<file path="config.mk">
export PLATFORM = sky130hd
export DESIGN_NAME = fft_input_framer
export DESIGN_NICKNAME = d
export VERILOG_FILES = /design/src/rtl/fft_input_framer.sv
export SDC_FILE = /design/constraint.sdc
export NUM_CORES = 1
export LEC_CHECK = 0
export CORE_MARGIN = 4
export CORE_UTILIZATION = 59
export DETAILED_ROUTE_END_ITERATION = 10
export GPL_ROUTABILITY_DRIVEN = 0
export PLACE_DENSITY = 0.83
export SLEW_MARGIN = 30
export SYNTH_ARGS = -nofsm -noshare
export SYNTH_HDL_FRONTEND = slang
export SYNTH_SLANG_ARGS = --single-unit
</file>
<file path="constraint.sdc">
create_clock -name clk -period 2.9 [get_ports clk]
set_input_delay 0.435 -clock clk [delete_from_list [all_inputs] [get_ports clk]]
set_output_delay 0.435 -clock clk [all_outputs]
set_load 0.01 [all_outputs]
</file>
<file path="src/rtl/fft_input_framer.sv">
// fft_input_framer: collects a serial sample stream into 8-sample frames held
// in two ping-pong banks. Each full frame is presented to fft_top with a
// one-cycle start pulse and held until fft_top reports completion.
// Optional build macro FRAMER_DROP_EN: never backpressure; instead drop
// samples that arrive while the write bank is full and count them.
module fft_input_framer #(
  parameter int DATA_W = 16
) (
  input  logic              clk,
  input  logic              rst,
  input  logic [DATA_W-1:0] s_data_i,
  input  logic              s_valid_i,
  output logic              s_ready_o,
  input  logic              flush_i,
  input  logic              fft_busy_i,
  input  logic              fft_valid_i,
  output logic [DATA_W-1:0] x_0_o,
  output logic [DATA_W-1:0] x_1_o,
  output logic [DATA_W-1:0] x_2_o,
  output logic [DATA_W-1:0] x_3_o,
  output logic [DATA_W-1:0] x_4_o,
  output logic [DATA_W-1:0] x_5_o,
  output logic [DATA_W-1:0] x_6_o,
  output logic [DATA_W-1:0] x_7_o,
  output logic              start_o,
  output logic [15:0]       frame_cnt_o
`ifdef FRAMER_DROP_EN
  ,
  output logic [15:0]       drop_cnt_o
`endif
);

  typedef enum logic [1:0] {D_IDLE, D_WAIT, D_RUN} state_t;

  state_t state, state_nxt;

  logic [1:0][7:0][DATA_W-1:0] bank;
  logic [1:0] full;
  logic       wr_bank;
  logic       rd_bank;
  logic [2:0] wr_idx;

  logic accept;
  logic fill_done;
  logic release_frame;
  logic start_nxt;

  // A same-cycle flush wins over the sample; a full write bank never accepts.
  assign accept    = s_valid_i && !full[wr_bank] && !flush_i;
  assign fill_done = accept && (wr_idx == 3'd7);

`ifdef FRAMER_DROP_EN
  assign s_ready_o = 1'b1;
`else
  assign s_ready_o = !full[wr_bank];
`endif

  // Output mux always shows the read bank; it is full (hence unwritten)
  // for the whole start..release window.
  assign x_0_o = bank[rd_bank][0];
  assign x_1_o = bank[rd_bank][1];
  assign x_2_o = bank[rd_bank][2];
  assign x_3_o = bank[rd_bank][3];
  assign x_4_o = bank[rd_bank][4];
  assign x_5_o = bank[rd_bank][5];
  assign x_6_o = bank[rd_bank][6];
  assign x_7_o = bank[rd_bank][7];

  // Fill path: write pointer, bank select and sample storage.
  always_ff @(posedge clk or negedge rst) begin
    if (!rst) begin
      bank    <= '0;
      wr_bank <= 1'b0;
      wr_idx  <= '0;
    end else if (flush_i) begin
      wr_idx <= '0;
    end else if (accept) begin
      bank[wr_bank][wr_idx] <= s_data_i;
      if (wr_idx == 3'd7) begin
        wr_idx  <= '0;
        wr_bank <= !wr_bank;
      end else begin
        wr_idx <= wr_idx + 3'd1;
      end
    end
  end

  // Per-bank full flags; set (fill) and clear (release) never target the
  // same bank because fill needs it empty and release needs it full.
  always_ff @(posedge clk or negedge rst) begin
    if (!rst) begin
      full <= '0;
    end else begin
      if (fill_done)     full[wr_bank] <= 1'b1;
      if (release_frame) full[rd_bank] <= 1'b0;
    end
  end

  // Dispatch FSM next-state and start/release decode.
  always_comb begin
    state_nxt     = state;
    start_nxt     = 1'b0;
    release_frame = 1'b0;
    case (state)
      D_IDLE: begin
        if (full[rd_bank] && !fft_busy_i) begin
          start_nxt = 1'b1;
          state_nxt = D_WAIT;
        end
      end
      D_WAIT: begin
        if (fft_valid_i) begin
          release_frame = 1'b1;
          state_nxt     = D_IDLE;
        end else if (fft_busy_i) begin
          state_nxt = D_RUN;
        end
      end
      D_RUN: begin
        if (fft_valid_i) begin
          release_frame = 1'b1;
          state_nxt     = D_IDLE;
        end
      end
      default: state_nxt = D_IDLE;
    endcase
  end

  // Dispatch FSM state, registered start pulse, read bank and frame count.
  always_ff @(posedge clk or negedge rst) begin
    if (!rst) begin
      state       <= D_IDLE;
      start_o     <= 1'b0;
      rd_bank     <= 1'b0;
      frame_cnt_o <= '0;
    end else begin
      state   <= state_nxt;
      start_o <= start_nxt;
      if (release_frame) begin
        rd_bank     <= !rd_bank;
        frame_cnt_o <= frame_cnt_o + 16'd1;
      end
    end
  end

`ifdef FRAMER_DROP_EN
  logic drop;
  assign drop = s_valid_i && full[wr_bank] && !flush_i;

  // Saturating count of samples discarded against a full write bank.
  always_ff @(posedge clk or negedge rst) begin
    if (!rst) begin
      drop_cnt_o <= '0;
    end else if (drop && (drop_cnt_o != 16'hFFFF)) begin
      drop_cnt_o <= drop_cnt_o + 16'd1;
    end
  end
`endif

endmodule
</file>
==> metrics.md <==
| Metric | Value |
|---|---|
| Remaining antenna violation count | `0` |
| Clock sinks | `282` |
| Power per cell area | `679 nW/um^2` |
| Clock Skew | `6.59 ps` |
| Buffers on Ports | `167` |
| Vias in the first global route | `7,787` |
| Number of diodes | `0` |
| Post-synthesis sequential area ratio | `56.6%` |
| Layout area overhead | `22.5%` |
| Tcrit/Tclk final | `93.9%` |
| HPWL Detailed | `17,000 um` |
| Pin count of the biggest net entering global routing | `77` |
| Cell chain of the critical path | `buf_12 -> mux2_2 -> clkdlybuf4s50_1` |
| Fill count | `1,379` |
| Core ar. | `20,500 um^2` |
| Crit-path leading delay family | `buffers and inverters` |
| Slowest CP cell | `clkdlybuf4s50_1` |
| Placed Area | `14,300 um^2` |
| FF+latch count, synth | `282` |
| Clk_lat worst skew | `520 ps` |
| Row count | `52` |
| Critical Path Max Stage Delay | `500 ps` |
| Drt pass-1 iters | `4` |
| Crit. End Element | `output pin` |
| Hold Path Class | `input port to asynchronous set/reset pin` |
| Reg2Reg Launch Point | `wr_idx[2]` |
| Comb pwr share | `23.1%` |
| Synth area leader | `dfrtp_1` |
| Post-route setup TNS | `0 ps` |
| Leak | `7.40 nW` |
| DRT iter0 DRCs | `303` |
| Register share of total power | `42.5%` |
| Max transition margin | `52.5%` |
| Final Instance Count excl. Fillers | `1,272` |
| First-pass GRT wire length | `43,000 um` |
| Dpl ws | `399 ps` |
| Peak Freq | `367 MHz` |
| Post-Syn Area | `12,500 um^2` |
| Die Wd | `153 um` |
| Main area contributors after synthesis | `dfrtp_1 (57%), mux2_2 (35%), buf_6 (0.81%), buf_2 (0.72%), ha_1 (0.70%)` |
| Chip Height | `153 um` |
| Most numerous cell in the Yosys netlist | `mux2_2` |
| Final Core Density | `74.5%` |
| Design Power | `10.4 mW` |
| Mapped Nets | `852` |
| Worst hold slack | `471 ps` |
| RR Endpoint | `bank[89]` |
| Post-Syn Instances | `823` |
| Layout cells sized above 1 | `46.1%` |
| Residual DRC | `0` |
| # Max-Cap Violations | `0` |
| Die ar. | `23,500 um^2` |
| Initial Util | `60.8%` |
| FF+latch area | `7060 um^2` |
| Switch share | `26.0%` |
| Clock root cell | `clkbuf_16` |
| Worst-margin pin slew | `711 ps` |
| DP Cell Count | `1,220` |
| Total Wirelength | `26,300 um` |
| Worst-path fanout max | `76` |
| Max VDD drop | `0.461 mV` |
| Final Cell Area | `15,300 um^2` |
| RSZ-0062 raised after global routing | `false` |
| Routed via count | `7,201` |
| Ys Warns | `0` |
| Clk slew on worst S/H paths | `60 ps` |
| Mean routed wirelength per cell | `20.7 um` |
| CTS-repair resized insts | `0` |
| Final Setup Violations | `0` |
| Congestion Overflow GR | `0` |
| I/O Pins | `168` |
| GRT Util Overall | `22.4%` |
| Multi-input logic area | `5080 um^2` |
| Asr flop ratio synth | `100%` |
| WP buf/inv | `2` |
| Max Buffers Root-to-Sink | `3` |
| Mean Syn Cell Area | `15.1 um^2` |
| Number of buffers created by CTS | `28` |
| Max-slew violations | `0` |
| Nature of the critical path startpoint | `register` |
| # H-tree levels | `1` |
| Final hold violation count | `0` |
| Area share of the largest cell type after synthesis | `56.6%` |
| Initial antenna violation count | `0` |
| Synth top cells by count | `mux2_2 (384), dfrtp_1 (282), clkbuf_1 (23)` |
| Clk pwr share | `34.4%` |
| Synth unique cells | `41` |
| Min Tclk post-route | `2720 ps` |
| Internal reg-to-reg setup slack | `890 ps` |
| Crit Path Class | `register to output pin` |
| Critical path required time | `2470 ps` |
| Post-layout nets | `1,010` |
| Status | `complete, no violations` |
| Psw | `2.70 mW` |
| Post-synth EDFFs | `0` |
| Via density | `5.66` |
| Worst Path Arrival | `2290 ps` |
| Final WS setup | `177 ps` |
| Setup crit start | `rd_bank` |
| CTS tree | `done` |
| Internal power | `7.68 mW` |
| FF-to-FF path depth | `3` |
| Ys flop type | `dfrtp_1` |
## final cells by class
class	instances	share of cell area [%]
clock buffers	45	5.67
clock inverters	6	0.361
well taps	270	2.21
repair buffers	182	12.1
multi-input cells	483	33.3
flip-flops and latches	282	46.2
inverters	4	0.0983
## routing by layer
layer | global-route usage, % | wire length, um
met4 | 3.99 | 413
met5 | 0 | 0
met2 | 37.0 | 12800
met3 | 3.65 | 1040
met1 | 32.1 | 12100
## registers in the layout, summed over array words and instances (netlist names)
register / count
bank: 256
frame_cnt_o: 16
wr_idx: 3
full: 2
state: 2
rd_bank: 1
start_o: 1
wr_bank: 1
## worst reg2reg max path: stages, from the launching register on
cell and delay [ps]:
dfrtp_1 670, nor2b_1 420, nand2_2 390, mux2_2 400
## placed cells by master (no fill, tap or decap), drive strengths merged, types with 2 or more instances in the layout
cell	count
buf	15
clkdlybuf4s50	166
xnor2	10
clkinv	5
ha	7
a31oi	2
clkbuf	45
mux2i	3
and3	5
nand2	22
a21oi	4
nand4b	2
nor3b	3
nand3	8
nor2b	3
xor2	6
nor3	3
dfrtp	282
nor2	6
inv	4
o21ai	3
nor4	2
mux2	386
## worst max path at each step
stage                           end  slack, ps  cells past startpoint
final                      x_1_o[5]        180                      3
after global routing       x_3_o[5]        100                      3
after CTS                  x_3_o[5]        160                      3
after detailed placement    bank[9]        400                      5
after global placement     bank[40]        450                      5
after floorplan           x_7_o[10]        970                      4
## kinds of logic (layout without fill, tap and decap cells)
group	Yosys count	count (layout)	share of synthesized area (%)
xor+xnor	16	16	1.12
flops	282	282	56.6
mux	389	389	35.2
compound gates	11	11	0.512
simple gates	60	60	3.28
buf+inv	58	237	2.59
fa+ha+maj	7	7	0.703
## power groups by stage
stage | clock [mW] | combinational [mW] | sequential [mW]
after CTS | 3.63 | 2.43 | 4.41
after global routing | 3.79 | 2.56 | 4.44
after global placement | 0 | 2.40 | 4.46
final | 3.56 | 2.40 | 4.41
after detailed placement | 0 | 2.42 | 4.48
after floorplan | 0 | 1.42 | 4.43
## what timing repair did
action / in CTS / in global routing
buffers inserted: 0 / 0
endpoints found under the setup margin: 0 / 0
hold buffers: 1 / 0
hold endpoints to repair: 67 / 0
Power figures use the tool's default switching activity.
